File: src/rtl/errcnt_frame_sched_if.sv
// rtl/errcnt_frame_sched_if.sv - frame stream and error-counter launch bus for errcnt_frame_sched
interface errcnt_frame_sched_if #(
  parameter int N     = 204,
  parameter int CNT_W = 8
);
  logic             frame_valid;
  logic [N-1:0]     frame_data;
  logic             frame_ready;
  logic [N-1:0]     cnt_frame;
  logic             cnt_en;
  logic             cnt_busy;
  logic             cnt_done;
  logic [CNT_W-1:0] cnt_err_count;

  // master = scheduler side, slave = decoder/counter side
  modport master (
    input  frame_valid, frame_data, cnt_busy, cnt_done, cnt_err_count,
    output frame_ready, cnt_frame, cnt_en
  );

  modport slave (
    output frame_valid, frame_data, cnt_busy, cnt_done, cnt_err_count,
    input  frame_ready, cnt_frame, cnt_en
  );
endinterface

File: src/rtl/errcnt_frame_sched.sv
// rtl/errcnt_frame_sched.sv - sequences decoder frames into the error-bit counter and accumulates BER stats
module errcnt_frame_sched #(
  parameter int N           = 204,
  parameter int CNT_W       = 8,
  parameter int TOT_W       = 32,
  parameter int FRM_W       = 16,
  parameter int TIMEOUT_CYC = 16
) (
  input  logic                      i_eval_clk,
  input  logic                      i_rst,
  input  logic                      i_start,
  input  logic                      i_abort,
  input  logic [FRM_W-1:0]          i_target_frames,
  errcnt_frame_sched_if.master      bus,
  output logic [TOT_W-1:0]          o_total_err_bits,
  output logic [FRM_W-1:0]          o_frame_err_cnt,
  output logic [FRM_W-1:0]          o_frames_done,
  output logic                      o_run_done,
  output logic                      o_timeout_err,
  output logic                      o_idle
);

  localparam int WAIT_W = $clog2(TIMEOUT_CYC + 1);

  typedef enum logic [2:0] {
    S_IDLE, S_WAIT_FRAME, S_LAUNCH, S_WAIT_DONE, S_ACCUM, S_FINISH
  } state_t;

  state_t             r_state, w_next;
  logic [N-1:0]       r_frame;
  logic [FRM_W-1:0]   r_target;
  logic [FRM_W-1:0]   r_frames_done;
  logic [FRM_W-1:0]   r_frame_err_cnt;
  logic [TOT_W-1:0]   r_total;
  logic [CNT_W-1:0]   r_err;
  logic [WAIT_W-1:0]  r_wait;
  logic               r_done_q;
  logic               r_timeout;

  logic               w_frame_ready, w_cnt_en, w_run_done, w_idle;
  logic               w_start_run, w_capture, w_take, w_timeout, w_accum;
  logic               w_done_rise;
  logic [WAIT_W-1:0]  w_wait_inc;
  logic [FRM_W-1:0]   w_frames_inc;
  logic [TOT_W:0]     w_total_sum;
  logic [TOT_W-1:0]   w_total_sat;

  assign w_done_rise  = bus.cnt_done & ~r_done_q;
  assign w_wait_inc   = r_wait + WAIT_W'(1);
  assign w_frames_inc = r_frames_done + FRM_W'(1);
  assign w_total_sum  = {1'b0, r_total} + (TOT_W+1)'(r_err);
  assign w_total_sat  = w_total_sum[TOT_W] ? {TOT_W{1'b1}} : w_total_sum[TOT_W-1:0];

  always_comb begin
    w_next        = r_state;
    w_frame_ready = 1'b0;
    w_cnt_en      = 1'b0;
    w_run_done    = 1'b0;
    w_idle        = 1'b0;
    w_start_run   = 1'b0;
    w_capture     = 1'b0;
    w_take        = 1'b0;
    w_timeout     = 1'b0;
    w_accum       = 1'b0;
    case (r_state)
      S_IDLE: begin
        w_idle = 1'b1;
        if (i_start && !i_abort) begin
          w_start_run = 1'b1;
          w_next      = (i_target_frames == '0) ? S_FINISH : S_WAIT_FRAME;
        end
      end
      S_WAIT_FRAME: begin
        w_frame_ready = ~i_abort;
        if (bus.frame_valid && !i_abort) begin
          w_capture = 1'b1;
          w_next    = S_LAUNCH;
        end
      end
      S_LAUNCH: begin
        w_cnt_en = ~i_abort;
        w_next   = S_WAIT_DONE;
      end
      S_WAIT_DONE: begin
        // a done edge in the last allowed cycle still wins over the timeout
        if (w_done_rise) begin
          w_take = 1'b1;
          w_next = S_ACCUM;
        end else if (w_wait_inc == WAIT_W'(TIMEOUT_CYC)) begin
          w_timeout = 1'b1;
          w_next    = S_FINISH;
        end
      end
      S_ACCUM: begin
        w_accum = 1'b1;
        w_next  = (w_frames_inc == r_target) ? S_FINISH : S_WAIT_FRAME;
      end
      S_FINISH: begin
        w_run_done = ~i_abort;
        w_next     = S_IDLE;
      end
      default: w_next = S_IDLE;
    endcase
    if (i_abort && r_state != S_IDLE) begin
      w_next    = S_IDLE;
      w_take    = 1'b0;
      w_timeout = 1'b0;
      w_accum   = 1'b0;
    end
  end

  always_ff @(posedge i_eval_clk or posedge i_rst) begin
    if (i_rst) begin
      r_state         <= S_IDLE;
      r_frame         <= '0;
      r_target        <= '0;
      r_frames_done   <= '0;
      r_frame_err_cnt <= '0;
      r_total         <= '0;
      r_err           <= '0;
      r_wait          <= '0;
      r_done_q        <= 1'b0;
      r_timeout       <= 1'b0;
    end else begin
      r_state  <= w_next;
      r_done_q <= bus.cnt_done;
      if (w_start_run) begin
        r_target        <= i_target_frames;
        r_frames_done   <= '0;
        r_frame_err_cnt <= '0;
        r_total         <= '0;
        r_timeout       <= 1'b0;
      end
      if (w_capture) r_frame <= bus.frame_data;
      if (r_state == S_LAUNCH) r_wait <= '0;
      else if (r_state == S_WAIT_DONE) r_wait <= w_wait_inc;
      if (w_take) r_err <= bus.cnt_err_count;
      if (w_timeout) r_timeout <= 1'b1;
      if (w_accum) begin
        r_total       <= w_total_sat;
        r_frames_done <= w_frames_inc;
        if (r_err != '0) r_frame_err_cnt <= r_frame_err_cnt + FRM_W'(1);
      end
    end
  end

  assign bus.frame_ready  = w_frame_ready;
  assign bus.cnt_en       = w_cnt_en;
  assign bus.cnt_frame    = r_frame;
  assign o_total_err_bits = r_total;
  assign o_frame_err_cnt  = r_frame_err_cnt;
  assign o_frames_done    = r_frames_done;
  assign o_run_done       = w_run_done;
  assign o_timeout_err    = r_timeout;
  assign o_idle           = w_idle;

endmodule

File: src/flat_wrapper.sv
// flat-port wrapper written by rule: the top's interface ports become plain ports
module errcnt_frame_sched_flat 
#(
  parameter int N           = 204,
  parameter int CNT_W       = 8,
  parameter int TOT_W       = 32,
  parameter int FRM_W       = 16,
  parameter int TIMEOUT_CYC = 16
)
  (i_eval_clk, i_rst, i_start, i_abort, i_target_frames, o_total_err_bits, o_frame_err_cnt, o_frames_done, o_run_done, o_timeout_err, o_idle, bus_frame_valid, bus_frame_data, bus_cnt_busy, bus_cnt_done, bus_cnt_err_count, bus_frame_ready, bus_cnt_frame, bus_cnt_en);
  errcnt_frame_sched_if #(.N(N), .CNT_W(CNT_W)) bus_i ();
  input  logic i_eval_clk;
  input  logic i_rst;
  input  logic i_start;
  input  logic i_abort;
  input  logic [FRM_W-1:0] i_target_frames;
  output logic [TOT_W-1:0] o_total_err_bits;
  output logic [FRM_W-1:0] o_frame_err_cnt;
  output logic [FRM_W-1:0] o_frames_done;
  output logic o_run_done;
  output logic o_timeout_err;
  output logic o_idle;
  input wire logic [$bits(bus_i.frame_valid)-1:0] bus_frame_valid;
  input wire logic [$bits(bus_i.frame_data)-1:0] bus_frame_data;
  input wire logic [$bits(bus_i.cnt_busy)-1:0] bus_cnt_busy;
  input wire logic [$bits(bus_i.cnt_done)-1:0] bus_cnt_done;
  input wire logic [$bits(bus_i.cnt_err_count)-1:0] bus_cnt_err_count;
  output wire logic [$bits(bus_i.frame_ready)-1:0] bus_frame_ready;
  output wire logic [$bits(bus_i.cnt_frame)-1:0] bus_cnt_frame;
  output wire logic [$bits(bus_i.cnt_en)-1:0] bus_cnt_en;
  assign bus_i.frame_valid = bus_frame_valid;
  assign bus_i.frame_data = bus_frame_data;
  assign bus_i.cnt_busy = bus_cnt_busy;
  assign bus_i.cnt_done = bus_cnt_done;
  assign bus_i.cnt_err_count = bus_cnt_err_count;
  assign bus_frame_ready = bus_i.frame_ready;
  assign bus_cnt_frame = bus_i.cnt_frame;
  assign bus_cnt_en = bus_i.cnt_en;
  errcnt_frame_sched #(.N(N), .CNT_W(CNT_W), .TOT_W(TOT_W), .FRM_W(FRM_W), .TIMEOUT_CYC(TIMEOUT_CYC)) u_core (.i_eval_clk(i_eval_clk), .i_rst(i_rst), .i_start(i_start), .i_abort(i_abort), .i_target_frames(i_target_frames), .bus(bus_i), .o_total_err_bits(o_total_err_bits), .o_frame_err_cnt(o_frame_err_cnt), .o_frames_done(o_frames_done), .o_run_done(o_run_done), .o_timeout_err(o_timeout_err), .o_idle(o_idle));
endmodule
File: config.mk
export PLATFORM = sky130hd
export DESIGN_NAME = errcnt_frame_sched_flat
export DESIGN_NICKNAME = d
export VERILOG_FILES = /design/src/rtl/errcnt_frame_sched_if.sv /design/src/rtl/errcnt_frame_sched.sv /design/src/flat_wrapper.sv
export SDC_FILE = /design/constraint.sdc
export NUM_CORES = 1
export LEC_CHECK = 0
export ABC_CLOCK_PERIOD_IN_PS = 10500
export BUFFER_PORTS_ARGS = -buffer_cell sky130_fd_sc_hd__buf_4
export CORE_AREA = 4 4 194 196
export CTS_BUF_LIST = sky130_fd_sc_hd__clkbuf_16
export DETAILED_ROUTE_END_ITERATION = 10
export DIE_AREA = 0 0 198 200
export PLACE_DENSITY = 0.67
export SLEW_MARGIN = 20
export SYNTH_ARGS = -nofsm -noshare
export SYNTH_HDL_FRONTEND = slang
export SYNTH_SLANG_ARGS = --single-unit
File: constraint.sdc
create_clock -name i_eval_clk -period 10.5 [get_ports i_eval_clk]
set_input_delay 1.575 -clock i_eval_clk [delete_from_list [all_inputs] [get_ports i_eval_clk]]
set_output_delay 1.575 -clock i_eval_clk [all_outputs]
set_load 0.01 [all_outputs]
## Yosys cells after proc, flatten, opt, wreduce, memory -nomap -nowiden

Index checks and enable logic that the tools add are counted.

- Memories kept: 0
- Memory bits (read-only): 0
- Output and inout bits: 273
- Input bits: 235
- Bits in writable memories: 0
- Register bits after elaboration: 302
- Bits in latches: 0

- $add $sub $neg: 4
- Multiply operators: 0
- Div/mod/pow operators: 0
- Shifts and indexed selects: 0
- Equal/unequal tests: 10
- Reductions and logical operators: 12
- Bitwise gates (word level): 3
- Multiplexer cells: 37
- Magnitude comparators: 0

Operators with widths:

| cell | count |
|---|---|
| 2-to-1 mux 32 bit | 3 |
| 2-to-1 mux 16 bit | 5 |
| adder 32 x 8 -> 33 bit | 1 |
| adder 16 x 1 -> 16 bit, second input constant | 2 |
| 2-to-1 mux 3 bit | 7 |
| 2-to-1 mux 1 bit | 19 |
| equality test 16 bit | 1 |
| logical NOT 16 bit | 1 |
| case mux 3 bit (5 select lines) | 1 |
| 2-to-1 mux 5 bit | 2 |
| nonzero test 8 bit | 1 |
| equality test 3 x 2 -> 1 bit, second input constant | 2 |
| equality test 3 bit, second input constant | 2 |
| != test 3 x 1 -> 1 bit, second input constant | 2 |
| nonzero test 2 bit | 3 |
| adder 5 x 1 -> 5 bit, second input constant | 1 |
| equality test 5 bit, second input constant | 1 |
| != test 4 x 1 -> 1 bit, second input constant | 1 |
| equality test 3 x 1 -> 1 bit, second input constant | 1 |
| logical AND 1 bit | 3 |
| logical NOT 3 bit | 1 |
| AND reduction 3 bit | 1 |
| nonzero test 3 bit | 1 |
| NOT 1 bit | 2 |
| 2 further kinds | 2 |

## Depth between registers and ports, before layout

- Word-level depth: 7
- Mapped depth: 9
- Gate-level depth less buffers: 8

## Worst setup path before layout

Ideal clock, no wire load.

- Kind: in2out
- Start point: in i_abort
- End point: out bus_frame_ready
- Data required time: 8925 ps
- Buffers on the path: 1
- Arrival: 2286 ps
- Stages: 2
- Setup slack: 6639 ps
- Cell sequence: clkbuf_1 nor4b_1

- Longest elaborated chain between the ends: 2

RTL lines:

| element | line | source |
|---|---|---|
| from (decl) | flat_wrapper.sv:15 | `input logic i_abort;` |
| NOT 1 bit | errcnt_frame_sched.sv:74 | `w_frame_ready = ~i_abort;` |
| 2-to-1 mux 1 bit | errcnt_frame_sched.sv:65 | `case (r_state)` |
| to (decl) | flat_wrapper.sv:28 | `output wire logic [$bits(bus_i.frame_ready)-1:0] bus_frame_ready;` |

Every way passes these cells.

## Worst setup path after layout

- Start point: in i_abort
- End point: reg u_core.r_frame[66], in the netlist u_core.bus.cnt_frame[66]

- Longest elaborated chain between the ends: 4

RTL lines:

| element | line | source |
|---|---|---|
| logical NOT 1 bit | errcnt_frame_sched.sv:75 | `if (bus.frame_valid && !i_abort) begin` |
| logical AND 1 bit | errcnt_frame_sched.sv:75 |  |
| 2-to-1 mux 1 bit | errcnt_frame_sched.sv:75 |  |
| 2-to-1 mux 1 bit | errcnt_frame_sched.sv:65 |  |
| to (signal assigned) | errcnt_frame_sched.sv:134 | `if (w_capture) r_frame <= bus.frame_data;` |
| to (decl) | errcnt_frame_sched.sv:30 | `logic [N-1:0] r_frame;` |

Every way passes these cells.
A chain may end at the register's enable or synchronous reset.

==> qor.csv <==
metric,value,unit
status,finished clean,
setup_viol,0,
dr.pass1.iters,5,
vias,10359,
power_density,266,nW/um^2
synth_flop_cell,dfrtp_1,
routed_wl,39900,um
ys_seq_area_share,57.9,%
post_cts_buffers,0,
dr.first_iter.drc_count,670,
synth_top_area_cell,dfrtp_1,
fp-row-count,70,
max_freq,0.230,GHz
htreeDepth,2,
synth_cell_types,61,
slowest_stage,buf_4,
syn_nets,1292,
nNetsFinal,1788,
ctsResizeCount,0,
p_leak,8.83,nW
clockBufferDepth,3,
grt_antenna_before_repair,0,
layout-drive-gt1-share,50.5,%
avgViaCountPerCell,5.10,
synth_seq_cells,302,
critPathMostFrequentCell,buf_4,
post-route-period-util,41.4,%
p_total,4.87,mW
die_x,198,um
core_area,36100,sq um
whs_path_depth,1,
path_cells,"buf_4, nor4b_1, nand2_4, buf_4, buf_4, mux2_2",
syn_area,13100,sq um
arrival,4.77,ns
rsz0062_at_grt,no,
grt_overflow,0,
cts_tree,built,
dp_hpwl,29400,um
worstSetupStartpointType,input port,
hold_path.class,flop to flop,
ios,508,
cts.sinks,302,
grt_usage,19.0,%
max-vdd-ir-drop,0.183,mV
max_stage_delay,0.84,ns
finalWeightedCongestion,0.887,
ant_nets,0,
ctsHoldBuffers,0,
critPathBufInv,3,
synth_area_per_cell,12.5,sq um
crit_type,input port to flop,
synth.area.top_cells,"dfrtp_1 58%, mux2_2 18%, nand2_1 2.9%",
grt_pass1_wl,60000,um
synth.top_cell.area_share,57.9,%
r2r_cells,5,
dp_slack,5.62,ns
cts_root_buffer,clkbuf_16,
yosysMostFrequentCell,dfrtp_1,
maxSlewViolCount,0,
die_h,200,um
grt_pass1_vias,10642,
worst_slack,6.15,ns
synth_common_cells,"302 x dfrtp_1, 212 x mux2_2, 100 x nand2_1, 40 x clkbuf_1, 39 x o21ai_0",
syn2layout_area_growth,40.5,%
worstMarginPinSlew,0.970,ns
hold_viol,0,
slew-limit-headroom,35.1,%
required,10.92,ns
clk_pin_slew,0.06,ns
fin_area,18300,sq um
numCtsBuffers,35,
setup_tns,0,ns
dpl_cell_area,17300,sq um
critPathTopFamily,buffers and inverters,
antenna_cells,0,
synth_cells,1045,
drt-wirelength-per-cell,19.6,um
endpoint_kind,flop,
drc,0,
grt_max_degree,130,
fin_util,50.8,%
synth-edff-count,0,
io_buffers,506,
period_minus_slack,4.35,ns
yosysWarnings,0,
path_depth,6,
maxCapViolCount,0,
async_reset_ff_share,100,%
skew,0.0156,ns
path_max_fanout,74,
clk_latency,0.54,ns
start_util,36.2,%
die_area,39600,sq um
==> routing by layer <==
layer | track usage, % | share of wire, % | up-vias
li1 | - | - | 4765
met1 | 23.8 | 39 | 5132
met2 | 31.2 | 49 | 387
met3 | 6.46 | 8.4 | 75
met4 | 6.35 | 3.0 | 0
met5 | 0 | 0 | -
==> logic make-up (layout without fill, tap and decap cells) <==
logic type | count (synthesis) | in the layout | synth area share (%)
simple gates | 256 | 256 | 9.92
compound gates | 155 | 155 | 7.79
mux | 219 | 219 | 18.8
flops | 302 | 302 | 57.9
fa+ha+maj | 13 | 13 | 1.28
buf+inv | 68 | 586 | 2.12
xor+xnor | 32 | 32 | 2.15
==> power by group <==
part | switching, mW | internal, mW | leakage [nW]
logic | 0.789 | 1.02 | 4.51
clock network | 0.491 | 0.646 | 0.555
registers | 0.300 | 1.63 | 3.76
total | 1.58 | 3.29 | 8.83
==> per-stage QoR <==
stage               hold slack [ns]  instances
floorplan                     0.465       1045
detailed placement            0.469       1972
global placement              0.469       1972
finish                        0.484       2031
CTS                           0.491       2031
global route                  0.514       2031
==> state kept, by name (all words and copies together), names as in the netlist <==
name,count
u_core.bus.cnt_frame,204
u_core.r_err,8
u_core.r_state,3
u_core.o_timeout_err,1
u_core.r_target,16
u_core.o_total_err_bits,32
u_core.r_done_q,1
u_core.o_frame_err_cnt,16
u_core.o_frames_done,16
u_core.r_wait,5
==> path summary, 6_finish.rpt <==
| kind | slack [ns] | end | start |
|---|---|---|---|
| min in group asynchronous | 1.23 | u_core.bus.cnt_frame[94]$_DFFE_PP0P_ | i_rst |
| worst max register to register | 6.55 | u_core.bus.cnt_frame[66]$_DFFE_PP0P_ | u_core.r_state[0]$_DFFE_PP0P_ |
| max in group asynchronous | 7.83 | u_core.bus.cnt_frame[53]$_DFFE_PP0P_ | i_rst |
| worst min-delay path | 0.48 | u_core.o_frame_err_cnt[15]$_DFF_PP0_ | u_core.o_frame_err_cnt[15]$_DFF_PP0_ |
| worst min register to register | 0.48 | u_core.o_frame_err_cnt[15]$_DFF_PP0_ | u_core.o_frame_err_cnt[15]$_DFF_PP0_ |
| worst max-delay path | 6.15 | u_core.bus.cnt_frame[66]$_DFFE_PP0P_ | i_abort |
==> placed cells by master (no fill, tap or decap), types with 15 or more instances in the layout <==
cell       Yosys  layout
nand3_1       21      21
xnor2_1       19      19
nor2_1        35      35
dfrtp_1      302     302
a21oi_1       36      36
o21ai_0       39      39
buf_4          0     515
clkbuf_16      0      36
mux2_2       212     212
inv_1         12      22
a31oi_1       18      18
nand2_1      100      99
nor3_1        15      15
nand4_1       18      18
==> cell type report <==
class,count,area (sq um)
fillers,3171,17700
flip-flops and latches,302,7560
multi-input cells,675,5230
repair buffers,515,3870
clock buffers,36,901
well taps,468,586
clock inverters,23,145
inverters,12,52.6
Note: power is estimated with default switching activity, not from simulation.
